## config.mk

```make
export PLATFORM = sky130hd
export DESIGN_NAME = elevator_dest_scheduler
export DESIGN_NICKNAME = d
export VERILOG_FILES = /design/src/rtl/elevator_dest_scheduler.sv
export SDC_FILE = /design/constraint.sdc
export NUM_CORES = 1
export LEC_CHECK = 0
export ABC_AREA = 1
export ABC_CLOCK_PERIOD_IN_PS = 1600
export CORE_MARGIN = 2
export CORE_UTILIZATION = 34
export CTS_BUF_LIST = sky130_fd_sc_hd__clkbuf_16
export DETAILED_ROUTE_END_ITERATION = 10
export PLACE_DENSITY = 0.57
export SKIP_LAST_GASP = 1
export SYNTH_ARGS = -nofsm -noshare
export SYNTH_HDL_FRONTEND = slang
export SYNTH_SLANG_ARGS = --single-unit
```

## constraint.sdc

```tcl
create_clock -name clk -period 1.6 [get_ports clk]
set_input_delay 0.16 -clock clk [delete_from_list [all_inputs] [get_ports clk]]
set_output_delay 0.16 -clock clk [all_outputs]
set_load 0.01 [all_outputs]
```

## src/rtl/elevator_dest_scheduler.sv

```systemverilog
// Next-destination scheduler for one elevator car.
// Snapshots the request queue on start, scans one floor per cycle ahead of the
// car in its travel direction, then behind it, and reports the nearest pending
// floor plus the direction to reach it through a start/done handshake.
// Optional feature macro: DEST_HOME_RETURN_EN (park at HOME_FLOOR when idle).
module elevator_dest_scheduler #(
  parameter int unsigned NUM_FLOORS = 7,
  parameter int unsigned HOME_FLOOR = 0
) (
  input  logic                                clk,
  input  logic                                reset,
  input  logic                                start,
  input  logic                                up_ndown,
  input  logic [$clog2(NUM_FLOORS+1)-1:0]     current_floor,
  input  logic [NUM_FLOORS-1:0]               queue_status,
  output logic                                busy,
  output logic                                done,
  output logic [$clog2(NUM_FLOORS+1)-1:0]     destination_floor,
  output logic                                dest_dir_up,
  output logic                                no_request
);

  localparam int unsigned FLOOR_W = $clog2(NUM_FLOORS + 1);
  localparam int unsigned IDX_W   = FLOOR_W + 1;

  localparam logic [FLOOR_W-1:0] NONE     = '1;
  localparam logic [IDX_W-1:0]   ONE      = IDX_W'(1);
  localparam logic [IDX_W-1:0]   TOP      = IDX_W'(NUM_FLOORS - 1);
  localparam logic [IDX_W-1:0]   N_FLOORS = IDX_W'(NUM_FLOORS);

  // Elaboration-time sanity check of the configuration.
  if (NUM_FLOORS < 2 || HOME_FLOOR >= NUM_FLOORS) begin : g_bad_cfg
    $error("elevator_dest_scheduler: NUM_FLOORS must be >= 2 and HOME_FLOOR < NUM_FLOORS");
  end

  typedef enum logic [1:0] {
    S_IDLE,
    S_AHEAD,
    S_BEHIND,
    S_FINISH
  } state_t;

  state_t               state, state_nxt;
  logic [FLOOR_W-1:0]   snap_floor, snap_floor_nxt;
  logic                 snap_dir, snap_dir_nxt;
  logic [NUM_FLOORS-1:0] snap_queue, snap_queue_nxt;
  logic [IDX_W-1:0]     scan_idx, scan_idx_nxt;
  logic [FLOOR_W-1:0]   res_floor, res_floor_nxt;
  logic                 res_dir, res_dir_nxt;
  logic                 res_none, res_none_nxt;
  logic                 busy_nxt, done_nxt, dir_nxt, no_req_nxt;
  logic [FLOOR_W-1:0]   dest_nxt;
  logic [FLOOR_W-1:0]   miss_floor;
  logic                 miss_dir;

  // Pending-request bit at an index; shift avoids an oversized index select.
  function automatic logic queue_bit(input logic [NUM_FLOORS-1:0] q,
                                     input logic [IDX_W-1:0] i);
    logic [NUM_FLOORS-1:0] shifted;
    shifted = q >> i;
    return shifted[0];
  endfunction

  // Result reported when a valid snapshot held no request.
`ifdef DEST_HOME_RETURN_EN
  localparam logic [FLOOR_W-1:0] HOME = FLOOR_W'(HOME_FLOOR);
  assign miss_floor = HOME;
  assign miss_dir   = (HOME > snap_floor) ? 1'b1 :
                      (HOME == snap_floor) ? snap_dir : 1'b0;
`else
  assign miss_floor = NONE;
  assign miss_dir   = snap_dir;
`endif

  // Next-state, scan walk and output update.
  always_comb begin
    state_nxt      = state;
    snap_floor_nxt = snap_floor;
    snap_dir_nxt   = snap_dir;
    snap_queue_nxt = snap_queue;
    scan_idx_nxt   = scan_idx;
    res_floor_nxt  = res_floor;
    res_dir_nxt    = res_dir;
    res_none_nxt   = res_none;
    busy_nxt       = busy;
    done_nxt       = 1'b0;
    dest_nxt       = destination_floor;
    dir_nxt        = dest_dir_up;
    no_req_nxt     = no_request;

    unique case (state)
      S_IDLE: begin
        if (start) begin
          snap_floor_nxt = current_floor;
          snap_dir_nxt   = up_ndown;
          snap_queue_nxt = queue_status;
          busy_nxt       = 1'b1;
          if (IDX_W'(current_floor) >= N_FLOORS) begin
            state_nxt     = S_FINISH;
            res_floor_nxt = NONE;
            res_dir_nxt   = up_ndown;
            res_none_nxt  = 1'b1;
          end else if (queue_bit(queue_status, IDX_W'(current_floor))) begin
            state_nxt     = S_FINISH;
            res_floor_nxt = current_floor;
            res_dir_nxt   = up_ndown;
            res_none_nxt  = 1'b0;
          end else if (up_ndown && (IDX_W'(current_floor) == TOP)) begin
            state_nxt    = S_BEHIND;
            scan_idx_nxt = IDX_W'(current_floor) - ONE;
          end else if (!up_ndown && (current_floor == '0)) begin
            state_nxt    = S_BEHIND;
            scan_idx_nxt = IDX_W'(current_floor) + ONE;
          end else begin
            state_nxt    = S_AHEAD;
            scan_idx_nxt = up_ndown ? (IDX_W'(current_floor) + ONE)
                                    : (IDX_W'(current_floor) - ONE);
          end
        end
      end

      S_AHEAD: begin
        if (queue_bit(snap_queue, scan_idx)) begin
          state_nxt     = S_FINISH;
          res_floor_nxt = scan_idx[FLOOR_W-1:0];
          res_dir_nxt   = snap_dir;
          res_none_nxt  = 1'b0;
        end else if (snap_dir ? (scan_idx == TOP) : (scan_idx == '0)) begin
          // Car parked at the far edge has nothing behind it.
          if (snap_dir ? (snap_floor == '0) : (IDX_W'(snap_floor) == TOP)) begin
            state_nxt     = S_FINISH;
            res_floor_nxt = miss_floor;
            res_dir_nxt   = miss_dir;
            res_none_nxt  = 1'b1;
          end else begin
            state_nxt    = S_BEHIND;
            scan_idx_nxt = snap_dir ? (IDX_W'(snap_floor) - ONE)
                                    : (IDX_W'(snap_floor) + ONE);
          end
        end else begin
          scan_idx_nxt = snap_dir ? (scan_idx + ONE) : (scan_idx - ONE);
        end
      end

      S_BEHIND: begin
        if (queue_bit(snap_queue, scan_idx)) begin
          state_nxt     = S_FINISH;
          res_floor_nxt = scan_idx[FLOOR_W-1:0];
          res_dir_nxt   = !snap_dir;
          res_none_nxt  = 1'b0;
        end else if (snap_dir ? (scan_idx == '0) : (scan_idx == TOP)) begin
          state_nxt     = S_FINISH;
          res_floor_nxt = miss_floor;
          res_dir_nxt   = miss_dir;
          res_none_nxt  = 1'b1;
        end else begin
          scan_idx_nxt = snap_dir ? (scan_idx - ONE) : (scan_idx + ONE);
        end
      end

      S_FINISH: begin
        state_nxt  = S_IDLE;
        busy_nxt   = 1'b0;
        done_nxt   = 1'b1;
        dest_nxt   = res_floor;
        dir_nxt    = res_dir;
        no_req_nxt = res_none;
      end

      default: begin
        state_nxt = S_IDLE;
        busy_nxt  = 1'b0;
      end
    endcase
  end

  // State, snapshot and registered outputs; reset aborts any scan.
  always_ff @(posedge clk or negedge reset) begin
    if (!reset) begin
      state             <= S_IDLE;
      snap_floor        <= '0;
      snap_dir          <= 1'b0;
      snap_queue        <= '0;
      scan_idx          <= '0;
      res_floor         <= NONE;
      res_dir           <= 1'b1;
      res_none          <= 1'b1;
      busy              <= 1'b0;
      done              <= 1'b0;
      destination_floor <= NONE;
      dest_dir_up       <= 1'b1;
      no_request        <= 1'b1;
    end else begin
      state             <= state_nxt;
      snap_floor        <= snap_floor_nxt;
      snap_dir          <= snap_dir_nxt;
      snap_queue        <= snap_queue_nxt;
      scan_idx          <= scan_idx_nxt;
      res_floor         <= res_floor_nxt;
      res_dir           <= res_dir_nxt;
      res_none          <= res_none_nxt;
      busy              <= busy_nxt;
      done              <= done_nxt;
      destination_floor <= dest_nxt;
      dest_dir_up       <= dir_nxt;
      no_request        <= no_req_nxt;
    end
  end

endmodule

```

==> Implementation_results.wiki <==
{| class="wikitable"
! Metric !! Value
|-
| Final slew viol count || 0
|-
| Met3 routed WL || 136 um
|-
| Endpoint of the most critical setup path || res_none
|-
| Met1 Wirelength || between 2000 and 3000 um
|-
| Leading cell type in the layout, fill and taps excluded || sky130_fd_sc_hd__nand2_1
|-
| Leading post-synthesis cells by cell area || sky130_fd_sc_hd__dfrtp_1 21%, sky130_fd_sc_hd__nand2_1 21%, sky130_fd_sc_hd__dfstp_2 12%, sky130_fd_sc_hd__nand3_1 9.0%, sky130_fd_sc_hd__ha_1 7.9%
|-
| Fraction of synthesized cell area taken by the top area cell type || 21.35%
|-
| Share of power burned in registers || between 10% and 20%
|-
| Combinational fraction of design power || 68.4%
|-
| Post-Synthesis Net Count || roughly 350
|-
| Critical path capture point type || flip-flop
|-
| Mapped Avg Cell Area || 6.982 um2
|-
| I/O Pins || 21
|-
| Maximum vdd drop || between 0.001 and 0.0015 V
|-
| Buffer levels on the longest clock path || 2
|-
| Net load switching power || approximately 0.0035 W
|-
| Gate count of the mapped netlist || between 300 and 400
|-
| # DRC || 0
|-
| Commonest register cell after synthesis || sky130_fd_sc_hd__dfrtp_1
|-
| Vertical extent of the die || 84.94 um
|-
| Synth cell types || 33
|-
| Register area share after synthesis || around 33%
|-
| Max Clock Freq || about 630 MHz
|-
| Layout Area Growth over Synthesis || 48.71%
|-
| Final min period || roughly 1.6 ns
|-
| Total power density per cell area || about 2300 mW/mm2
|-
| Seq cells post-synth || 29
|-
| Data arrival, critical path || between 1.5 and 2 ns
|-
| Run status || finished clean
|-
| Total negative slack || 0 ns
|-
| Path category of the worst min-delay check || in -> async
|-
| Wirelength, routed || about 6000 um
|-
| Fraction of layout cells with a size suffix above 1 || a little over a third
|-
| Max_cap viols || 0
|-
| Power Internal || between 0.004 and 0.005 W
|-
| Clock tree from TritonCTS || built
|-
| Relative max-transition margin || around 75%
|-
| Post-synth EDFFs || 0
|-
| Wire length of the first global-routing pass || just over 10000 um
|-
| DR iter-0 viols || 78
|-
| Maximum clock skew at final layout || about 0.0064 ns
|-
| P_leak || between 1.5 and 2 nW
|-
| Wire length on met2 || roughly 2900 um
|-
| Final critical-path share of the clock period || between 90% and 100%
|-
| Antenna violations before repair || 0
|-
| Critical Path Fanout Max || 5
|-
| Final number of setup-violating endpoints || 0
|-
| Crit Path Category || reg -> reg
|-
| Reg-to-reg critical path endpoint || res_none
|-
| Via Count || between 2000 and 2500
|-
| Worst reg2reg startpoint || scan_idx[1]
|-
| Final GP Congestion || about 0.85
|-
| Power share of the clock group || between 10% and 20%
|-
| Share of flip-flops with an asynchronous set or reset after synthesis || 100.0%
|-
| HPWL after detailed placement || approximately 4600 um
|-
| Area of the mapped netlist || ~0.0022 mm2
|-
| Number of cells traversed by the worst register-to-register path || 11
|-
| Yosys warning total || 0
|-
| First-pass DRT Iterations || 4
|-
| Number of antenna repair diodes || 0
|-
| Clock sink total || 29
|-
| Worst path required time || 1.81 ns
|-
| Die area || 0.007214 mm2
|-
| Starting density of the core || approximately a third
|-
| Number of global-route vias before repair || roughly 2200
|-
| RSZ-0062 raised after global routing || true
|-
| Level count of the clock H-tree || 2
|-
| Number of buffers inserted during clock tree synthesis || 5
|-
| Count of standard-cell rows || 29
|-
| Post-synth top area cell || sky130_fd_sc_hd__dfrtp_1
|-
| Vias/cell || 4.843
|-
| Post-route antenna net violation count || 0
|-
| All-layer global routing usage || between 15 and 20%
|-
| Clk Latency, worst-skew pair || around 0.28 ns
|-
| Transition time at the pin with the least slew margin || 0.3747 ns
|-
| Most used cells in the layout excluding fill and tap cells || 109 x sky130_fd_sc_hd__nand2_1, 45 x sky130_fd_sc_hd__buf_4, 32 x sky130_fd_sc_hd__inv_1, 28 x sky130_fd_sc_hd__nand3_1, 18 x sky130_fd_sc_hd__clkdlybuf4s50_1
|-
| Floorplan die width || about 85 um
|-
| Pin count of the biggest net entering global routing || 30
|-
| Number of nets in the layout || ~420
|-
| Port bufs || 20
|-
| Crit start category || flip-flop
|-
| Root Buffer Master || sky130_fd_sc_hd__clkbuf_16
|-
| Wirelength per Cell || about 13 um
|-
| Post-placement cell area || 0.002877 mm2
|-
| Origin of the worst setup path || scan_idx[1]
|-
| Hold violation count in the final report || 0
|-
| Register-to-register setup slack || roughly 0.0041 ns
|-
| Share of total power consumed by net switching || ~46%
|-
| Count of hold buffers inserted by post-cts repair || 0
|-
| Congestion Overflow GR || 0
|-
| Area of the core region || between 0.006 and 0.007 mm2
|-
| Topmost layer with routed signal wires || met4
|-
| Finished Cell Area || 0.003312 mm2
|-
| Register clock-pin slew on the reported worst setup and hold paths || 0.05 ns
|}
-- kinds of logic (layout without fill, tap and decap cells) --
logic type               Yosys count  count (layout)  synth area share (%)
XOR/XNOR                           6               6                 2.360
AO/OA/AOI/OAI                     34              34                 9.438
adder cells (fa/ha/maj)           15              15                 8.764
flip-flops                        29              29                 33.15
buffers and inverters             45             119                 7.978
AND/OR/NAND/NOR                  190             190                 38.31
-- worst min-delay path by stage --
stage / endpoint / slack [ns] / cells past startpoint
floorplan: busy / -0.14 / 0
global placement: dest_dir_up / 0.45 / 2
detailed placement: destination_floor[1] / 0.45 / 2
CTS: busy / 0.31 / 2
global route: scan_idx[2] / 0.34 / 2
finish: state[0] / 0.28 / 2
-- sequential cells by signal, summed over array words and instances (netlist names) --
register	cells
snap_queue	7
scan_idx	4
destination_floor	3
res_floor	3
snap_floor	3
state	2
busy	1
dest_dir_up	1
done	1
miss_dir	1
no_request	1
res_dir	1
res_none	1
-- power groups by stage --
stage,clock [W],sequential [W],combinational (W)
detailed placement,0,0.00144,0.00435
finish,0.000886,0.00149,0.00514
floorplan,0,0.00146,0.00279
CTS,0.000903,0.00145,0.00457
global route,0.000932,0.00153,0.00573
global placement,0,0.00143,0.00428
-- per-layer routing --
metal	global-route usage, %	vias to the layer above
met2	29.35	39
met3	2.918	11
li1	-	1170
met5	0	-
met1	23.19	1056
met4	6.494	0
-- Yosys cell counts (all sizes together) (3+ instances only) --
library cell	count
a21oi	5
buf	3
clkbuf	4
dfrtp	19
dfstp	10
ha	14
inv	37
nand2	130
nand3	41
nor2	13
o21ai	23
xnor2	6
-- repair_timing --
| item | 4_1_cts | 5_1_grt |
|---|---|---|
| setup buffers | 1 | 4 |
| gates resized for setup | 15 | 51 |
| pin swaps | 4 | 23 |
| setup endpoints to repair | 9 | 11 |
-- layout make-up --
class	instances	area (um2)
fill	583	3038
multi-input combinational	245	1540
sequential	29	742.0
timing repair buffer	73	641.9
inverter	38	152.6
clock buffer	5	125.1
tap	77	96.34
clock inverter	3	13.76
-- worst max-delay path, cell delays in order (launching register included) --
cell and delay, ns:
sky130_fd_sc_hd__dfrtp_2 0.45, sky130_fd_sc_hd__inv_2 0.11, sky130_fd_sc_hd__buf_6 0.11, sky130_fd_sc_hd__nand3_2 0.08
sky130_fd_sc_hd__nand2_2 0.09, sky130_fd_sc_hd__nand2_4 0.07, sky130_fd_sc_hd__nand2_4 0.10, sky130_fd_sc_hd__inv_6 0.05
sky130_fd_sc_hd__a21oi_4 0.19, sky130_fd_sc_hd__nand3_4 0.13, sky130_fd_sc_hd__nand2_2 0.09, sky130_fd_sc_hd__nand2_2 0.05
-- metrics by stage --
step | util [%] | instances | power, W | setup WS (ns) | hold WS, ns
6_report | 52.16 | 470 | 0.007522 | 0.004086 | 0.2838
3_3_place_gp | 45.30 | 458 | 0.005714 | -0.2847 | 0.4510
4_1_cts | 48.55 | 467 | 0.006923 | -0.01812 | 0.3065
2_1_floorplan | - | 319 | 0.004244 | 0.02329 | -0.1356
5_1_grt | 52.16 | 470 | 0.008200 | -0.08622 | 0.3394
3_5_place_dp | 45.30 | 458 | 0.005782 | -0.3180 | 0.4516
Power figures use the tool's default switching activity.
